[src/rtl/cu_param.sv]
// Parametrised multi-cycle control unit: fetches variable-length instructions from
// program memory, drives an external combinational ALU and a req/ack data memory.
module cu_param #(
    parameter int DATA_W  = 8,
    parameter int ADDR_W  = 8,
    parameter int NUM_GPR = 4
) (
    input  logic              clk,
    input  logic              rst,
    output logic [ADDR_W-1:0] pm_addr,
    input  logic [DATA_W-1:0] pm_data,
    output logic              dm_req,
    output logic              dm_we,
    output logic [ADDR_W-1:0] dm_addr,
    output logic [DATA_W-1:0] dm_wdata,
    input  logic [DATA_W-1:0] dm_rdata,
    input  logic              dm_ack,
    output logic [7:0]        alu_op,
    output logic [DATA_W-1:0] alu_a,
    output logic [DATA_W-1:0] alu_b,
    input  logic [DATA_W-1:0] alu_result,
    output logic              halted,
    output logic [ADDR_W-1:0] pc_dbg
);

    localparam int RIDX_W = $clog2(NUM_GPR);
    localparam int BIT_W  = $clog2(DATA_W);

    localparam logic [7:0] OP_NOP   = 8'h00, OP_ADD = 8'h01, OP_SUB = 8'h02, OP_MOVRR = 8'h03;
    localparam logic [7:0] OP_MOVRA = 8'h04, OP_MOVAR = 8'h05, OP_MOVIR = 8'h06, OP_JMP = 8'h07;
    localparam logic [7:0] OP_JB    = 8'h08, OP_JNB = 8'h09, OP_JZ = 8'h0C, OP_JNZ = 8'h0D;
    localparam logic [7:0] OP_CPL   = 8'h0E, OP_AND = 8'h0F, OP_OR = 8'h10, OP_XOR = 8'h11;
    localparam logic [7:0] OP_CLR   = 8'h12, OP_RSH = 8'h13, OP_LSH = 8'h14;

    typedef enum logic [2:0] {
        S_FETCH, S_DECODE, S_OP1, S_OP2, S_MEM, S_WB, S_HALT
    } state_t;

    state_t              state_q;
    logic [ADDR_W-1:0]   pc_q;
    logic [7:0]          ir_q;
    logic [DATA_W-1:0]   op1_q;
    logic [RIDX_W-1:0]   dst_q;
    logic                dm_req_q, dm_we_q, halted_q;
    logic [ADDR_W-1:0]   dm_addr_q;
    logic [DATA_W-1:0]   dm_wdata_q;
    logic [7:0]          alu_op_q;
    logic [DATA_W-1:0]   alu_a_q, alu_b_q;

    logic [NUM_GPR-1:0][DATA_W-1:0] rf_rd;
    logic                rf_we;
    logic [RIDX_W-1:0]   rf_waddr;
    logic [DATA_W-1:0]   rf_wdata;

    logic [7:0]          opcode;
    logic [ADDR_W-1:0]   pc_inc, pm_target;
    logic                is_legal, is_binary, is_unary, is_cjump, cjump_taken;
    logic [DATA_W-1:0]   rd_pm_reg, rd_pm_src, rd_op1;
    logic                cond_bit;

    assign opcode    = ir_q;
    assign pc_inc    = pc_q + ADDR_W'(1);
    assign pm_target = pm_data[ADDR_W-1:0];
    assign rd_pm_reg = rf_rd[pm_data[RIDX_W-1:0]];
    assign rd_pm_src = rf_rd[pm_data[4 +: RIDX_W]];
    assign rd_op1    = rf_rd[op1_q[RIDX_W-1:0]];
    assign cond_bit  = rd_op1[op1_q[4 +: BIT_W]];

    always_comb begin
        is_legal  = (opcode <= OP_JNB) || ((opcode >= OP_JZ) && (opcode <= OP_LSH));
        is_binary = opcode inside {OP_ADD, OP_SUB, OP_AND, OP_OR, OP_XOR};
        is_unary  = opcode inside {OP_CPL, OP_RSH, OP_LSH};
        is_cjump  = opcode inside {OP_JB, OP_JNB, OP_JZ, OP_JNZ};
        case (opcode)
            OP_JB:   cjump_taken = cond_bit;
            OP_JNB:  cjump_taken = !cond_bit;
            OP_JZ:   cjump_taken = (rd_op1 == '0);
            OP_JNZ:  cjump_taken = (rd_op1 != '0);
            default: cjump_taken = 1'b0;
        endcase
    end

    // Every register-file write in the machine funnels through this single port.
    always_comb begin
        rf_we    = 1'b0;
        rf_waddr = '0;
        rf_wdata = '0;
        case (state_q)
            S_DECODE: rf_we = (opcode == OP_CLR);
            S_OP1: if (opcode == OP_MOVRR) begin
                rf_we    = 1'b1;
                rf_waddr = pm_data[RIDX_W-1:0];
                rf_wdata = rd_pm_src;
            end
            S_OP2: if (opcode == OP_MOVIR) begin
                rf_we    = 1'b1;
                rf_waddr = pm_data[RIDX_W-1:0];
                rf_wdata = op1_q;
            end
            S_MEM: if (dm_ack && !dm_we_q) begin
                rf_we    = 1'b1;
                rf_waddr = dst_q;
                rf_wdata = dm_rdata;
            end
            S_WB: begin
                rf_we    = 1'b1;
                rf_wdata = alu_result;
            end
            default: ;
        endcase
    end

    for (genvar gi = 0; gi < NUM_GPR; gi++) begin : g_rf
        logic [DATA_W-1:0] r_q;
        always_ff @(posedge clk) begin
            if (rst) begin
                r_q <= '0;
            end else if (rf_we && (rf_waddr == RIDX_W'(gi))) begin
                r_q <= rf_wdata;
            end
        end
        assign rf_rd[gi] = r_q;
    end

    always_ff @(posedge clk) begin
        if (rst) begin
            state_q    <= S_FETCH;
            pc_q       <= '0;
            ir_q       <= '0;
            op1_q      <= '0;
            dst_q      <= '0;
            dm_req_q   <= 1'b0;
            dm_we_q    <= 1'b0;
            dm_addr_q  <= '0;
            dm_wdata_q <= '0;
            alu_op_q   <= '0;
            alu_a_q    <= '0;
            alu_b_q    <= '0;
            halted_q   <= 1'b0;
        end else begin
            case (state_q)
                S_FETCH: begin
                    ir_q    <= pm_data[7:0];
                    pc_q    <= pc_inc;
                    state_q <= S_DECODE;
                end
                S_DECODE: begin
                    if (!is_legal) begin
                        halted_q <= 1'b1;
                        state_q  <= S_HALT;
                    end else if ((opcode == OP_NOP) || (opcode == OP_CLR)) begin
                        state_q <= S_FETCH;
                    end else if (is_unary) begin
                        alu_op_q <= opcode;
                        alu_a_q  <= rf_rd[0];
                        alu_b_q  <= '0;
                        state_q  <= S_WB;
                    end else begin
                        state_q <= S_OP1;
                    end
                end
                S_OP1: begin
                    op1_q   <= pm_data;
                    pc_q    <= pc_inc;
                    state_q <= S_OP2;
                    if (opcode == OP_MOVRR) begin
                        state_q <= S_FETCH;
                    end else if (opcode == OP_JMP) begin
                        pc_q    <= pm_target;
                        state_q <= S_FETCH;
                    end else if (is_binary) begin
                        alu_op_q <= opcode;
                        alu_a_q  <= rf_rd[0];
                        alu_b_q  <= rd_pm_reg;
                        state_q  <= S_WB;
                    end
                end
                S_OP2: begin
                    pc_q    <= (is_cjump && cjump_taken) ? pm_target : pc_inc;
                    state_q <= S_FETCH;
                    if ((opcode == OP_MOVRA) || (opcode == OP_MOVAR)) begin
                        dm_req_q   <= 1'b1;
                        dm_we_q    <= (opcode == OP_MOVRA);
                        dm_addr_q  <= (opcode == OP_MOVRA) ? pm_target : op1_q[ADDR_W-1:0];
                        dm_wdata_q <= (opcode == OP_MOVRA) ? rd_op1 : '0;
                        dst_q      <= pm_data[RIDX_W-1:0];
                        state_q    <= S_MEM;
                    end
                end
                S_MEM: begin
                    if (dm_ack) begin
                        dm_req_q <= 1'b0;
                        state_q  <= S_FETCH;
                    end
                end
                S_WB:    state_q <= S_FETCH;
                S_HALT:  state_q <= S_HALT;
                default: state_q <= S_FETCH;
            endcase
        end
    end

    assign pm_addr  = pc_q;
    assign pc_dbg   = pc_q;
    assign dm_req   = dm_req_q;
    assign dm_we    = dm_we_q;
    assign dm_addr  = dm_addr_q;
    assign dm_wdata = dm_wdata_q;
    assign alu_op   = alu_op_q;
    assign alu_a    = alu_a_q;
    assign alu_b    = alu_b_q;
    assign halted   = halted_q;

endmodule

[config.mk]
export PLATFORM = sky130hd
export DESIGN_NAME = cu_param
export DESIGN_NICKNAME = d
export VERILOG_FILES = /design/src/rtl/cu_param.sv
export SDC_FILE = /design/constraint.sdc
export NUM_CORES = 1
export LEC_CHECK = 0
export BUFFER_PORTS_ARGS = -buffer_cell sky130_fd_sc_hd__buf_2
export CORE_ASPECT_RATIO = 1.4
export CORE_UTILIZATION = 45
export CTS_CLUSTER_SIZE = 16
export DETAILED_ROUTE_END_ITERATION = 10
export PLACE_DENSITY_LB_ADDON = 0.15
export SETUP_SLACK_MARGIN = 0.15
export SLEW_MARGIN = 20
export SYNTH_ARGS = -nofsm -noshare
export SYNTH_HDL_FRONTEND = slang
export SYNTH_SLANG_ARGS = --single-unit
[constraint.sdc]
create_clock -name clk -period 6.85 [get_ports clk]
set_clock_uncertainty 0.2 [all_clocks]
set_input_delay 0.3425 -clock clk [delete_from_list [all_inputs] [get_ports clk]]
set_output_delay 0.3425 -clock clk [all_outputs]
set_load 0.01 [all_outputs]
==> flow_summary_export.csv <==
group,metric,value,unit
worst_setup_path,worst-setup-path-type,"reg2reg",
cts,clockBufferDepth,2,
global_route,gr-total-overflow,0,
logic_synthesis,ys_seq_area_share,35.6,%
cts,htree_levels,3,
routing,drtIter0Drc,299,
routing,wl_per_cell,19.3,um
cts,clkSlewWorstSetupHoldPaths,0.07,ns
logic_synthesis,synth-main-ff-cell,"dfxtp_1",
worst_setup_path,max_stage_delay,0.89,ns
global_route,use_met2,45.9,%
cts,cts_sinks,104,
logic_synthesis,yosysWarnings,0,
placed_design,place.port_buffers,85,
power,leakagePower,2.67,nW
flow_run,max_cap_violations,0,
status,violations,"design-rule violations",
global_route,grt_max_degree,69,
cts,holdBufCountCts,0,
worst_setup_path,cp-end-kind,"register",
worst_setup_path,crit_buf_inv,0,
cts,clock_latency,0.35,ns
layout,nNetsFinal,746,
worst_setup_path,worstPathMaxFanout,14,
cts,post_cts_resized,0,
timing,slew_headroom,23.5,%
placed_design,placed_area,6290,um^2
layout,syn2layout_area_growth,13.0,%
power,vdd_drop_max,0.157,mV
timing,setup_violations,0,
worst_setup_path,critical_path.top_delay_family,"simple AND/OR/NAND/NOR gates",
global_route,antenna_found_initial,0,
timing,period_share,55.6,%
timing,worst_pin_slew,1.15,ns
global_route,grt-busiest-layer,"met2",
floorplan,rows,48,
layout,fin_cells,872,
cts,post_cts_buffers,0,
routing,ant_nets,0,
logic_synthesis,syn_area,5850,um^2
routing,wl,16800,um
global_route,grt_pass1_wl,26300,um
hold_path,hold_class,"in2reg",
timing,hold_viol,0,
cts,cts_tree,"built",
logic_synthesis,syn_inst,669,
floorplan,dieArea,13500,um^2
routing,num_vias,5253,
timing,rsz0062_at_grt,"no",
timing,finalCriticalPeriod,3.81,ns
routing,post-route-drc-count,1,
global_route,grt_util_met3,3.32,%
layout,fill_cells,1203,
global_route,grt_pass1_vias,4931,
floorplan,die_w,98.4,um
cts,cts-root-buf,"clkbuf_16",
layout,diodes,0,
layout,postLayoutCellArea,6620,um^2
logic_synthesis,synth_fp_nets,698,
logic_synthesis,ys_seq_elements,104,
cts,cts_made_buffers,9,
floorplan,die_h,137,um
layout,drive_gt1_share,20.8,%
worst_setup_path,crit_required,6.92,ns
placed_design,routabilityCongestion,0.869,
floorplan,core_area,12500,um^2
routing,viasPerCell,6.02,
worst_setup_path,critPathSlowestCell,"a21boi_1",
logic_synthesis,synth-edff-count,0,
floorplan,start_util,46.9,%
power,p_per_area,310,nW/um^2
global_route,grt_use_total,25.4,%
layout,final_core_util,53.0,%
worst_setup_path,crit_arrival,3.88,ns
timing,final.setup.tns,0,ns
worst_setup_path,start_kind,"register",
global_route,grtUsageMet1,29.2,%
placed_design,dpl.hpwl,12100,um
status,status,"finished, violations left",
worst_setup_path,cp_cell_sequence,"or4_1 > nor4_4 > a41o_2 > nand2_1 > a21o_1 > a21boi_1 > mux2i_1",
routing,drt_first_pass_iters,11,
logic_synthesis,ys_types,65,
timing,slew_violations,0,
logic_synthesis,post_synth.cell_area_avg,8.75,um^2
logic_synthesis,async_reset_ff_share,0,%
placed_design,place_inst,855,
power,p_total,0.00205,W
timing,clock.fmax,263,MHz
floorplan,ios,86,
## synth_stat cells (all sizes together) (3+ instances only)
| cell type | number | area [um^2] |
|---|---|---|
| nand2 | 105 | 394 |
| a31oi | 3 | 18.8 |
| nor3 | 8 | 45.0 |
| a22oi | 14 | 105 |
| dfxtp | 104 | 2080 |
| a311oi | 3 | 26.3 |
| nor2 | 100 | 375 |
| clkbuf | 36 | 135 |
| nor2b | 6 | 37.5 |
| or4 | 5 | 41.3 |
| nor4 | 5 | 61.3 |
| a21oi | 42 | 214 |
| and3 | 5 | 31.3 |
| nand3 | 12 | 60.1 |
| a32oi | 4 | 35.0 |
| o21a | 3 | 22.5 |
| or3 | 6 | 37.5 |
| inv | 9 | 33.8 |
| mux4 | 28 | 642 |
| buf | 20 | 118 |
| mux2i | 64 | 641 |
| a222oi | 8 | 80.1 |
| xnor2 | 4 | 35.0 |
| nand2b | 10 | 70.1 |
| xor2 | 3 | 26.3 |
| o21ai | 16 | 80.1 |
| a211oi | 16 | 138 |
## per-layer routing
layer,vias to the layer above,wire length (um)
li1,2502,-
met1,2511,6540
met2,203,8660
met3,37,946
met4,0,653
met5,-,0
## cells in the final DEF (no fill, tap or decap), drive strengths merged, types with 8 or more instances in the layout
cell,instances
mux2i,64
nor3,8
o21ai,16
a22oi,14
mux4,28
a211oi,16
a21oi,42
inv,12
clkbuf,11
a222oi,8
nand2,105
nand2b,10
buf,93
nor2,100
nand3,12
dfxtp,104
## worst reg2reg max path, delay by kind of cell (launching register included)
family,cells,cell delay [ns]
AO/OA/AOI/OAI,3,1.34
flip-flops,1,0.46
multiplexers,1,0.29
AND/OR/NAND/NOR,3,1.44
## cell families (layout without fill, tap and decap cells)
family | count (synthesis) | after routing | share of synthesized area (%)
DFF | 104 | 104 | 35.6
adders and majority gates | 2 | 2 | 0.427
and+or+nand+nor | 272 | 272 | 21.0
muxes | 93 | 93 | 22.1
xor gates and xnor gates | 7 | 7 | 1.05
buffers and inverters | 66 | 119 | 4.96
AOI/OAI and AO/OA | 125 | 125 | 14.9
## report_power, final
part           switching, W  total, W  leakage, nW  internal [W]
Sequential         0.000125  0.000784        0.841      0.000658
Clock              0.000245  0.000518        0.149      0.000273
Combinational      0.000461  0.000748         1.68      0.000287
Total              0.000831   0.00205         2.67       0.00122
## sequential cells by signal (all words and copies together), names as in the netlist
register and flops:
dm_addr 8, op1_q 8, g_rf.r_q 32, ir_q 8, dm_we 1, alu_b 8
dm_wdata 8, dst_q 2, pc_dbg 8, halted 1, alu_a 8, dm_req 1
state_q 3, alu_op 8
## layout make-up
cell class              instances  area (um^2)  share of cell area [%]
multi-input cells             499         3500                    53.0
flip-flops and latches        104         2080                    31.5
repair buffers                 93          505                    7.64
clock buffers                  11          253                    3.82
well taps                     150          188                    2.84
clock inverters                 5         46.3                   0.700
inverters                      10         37.5                   0.567
## path summary, 6_finish.rpt
kind                             start                           to  slack, ns  cells after the start
hold / removal                  dm_ack          dm_req$_SDFFE_PP0P_       0.01                      2
hold reg to reg    halted$_SDFFE_PP0P_          halted$_SDFFE_PP0P_       0.27                      1
setup / recovery  ir_q[4]$_SDFFE_PP0P_  g_rf[1].r_q[7]$_SDFFE_PP0P_       3.04                      7
setup reg to reg  ir_q[4]$_SDFFE_PP0P_  g_rf[1].r_q[7]$_SDFFE_PP0P_       3.04                      7
## per-stage QoR
stage	hold slack (ns)	setup WS (ns)
2_1_floorplan	0.249	3.94
3_3_place_gp	0.247	3.29
3_5_place_dp	0.256	3.13
4_1_cts	0.00460	3.08
5_1_grt	0.0242	2.89
6_report	0.0117	3.04
(Power assumes the default switching activity.)
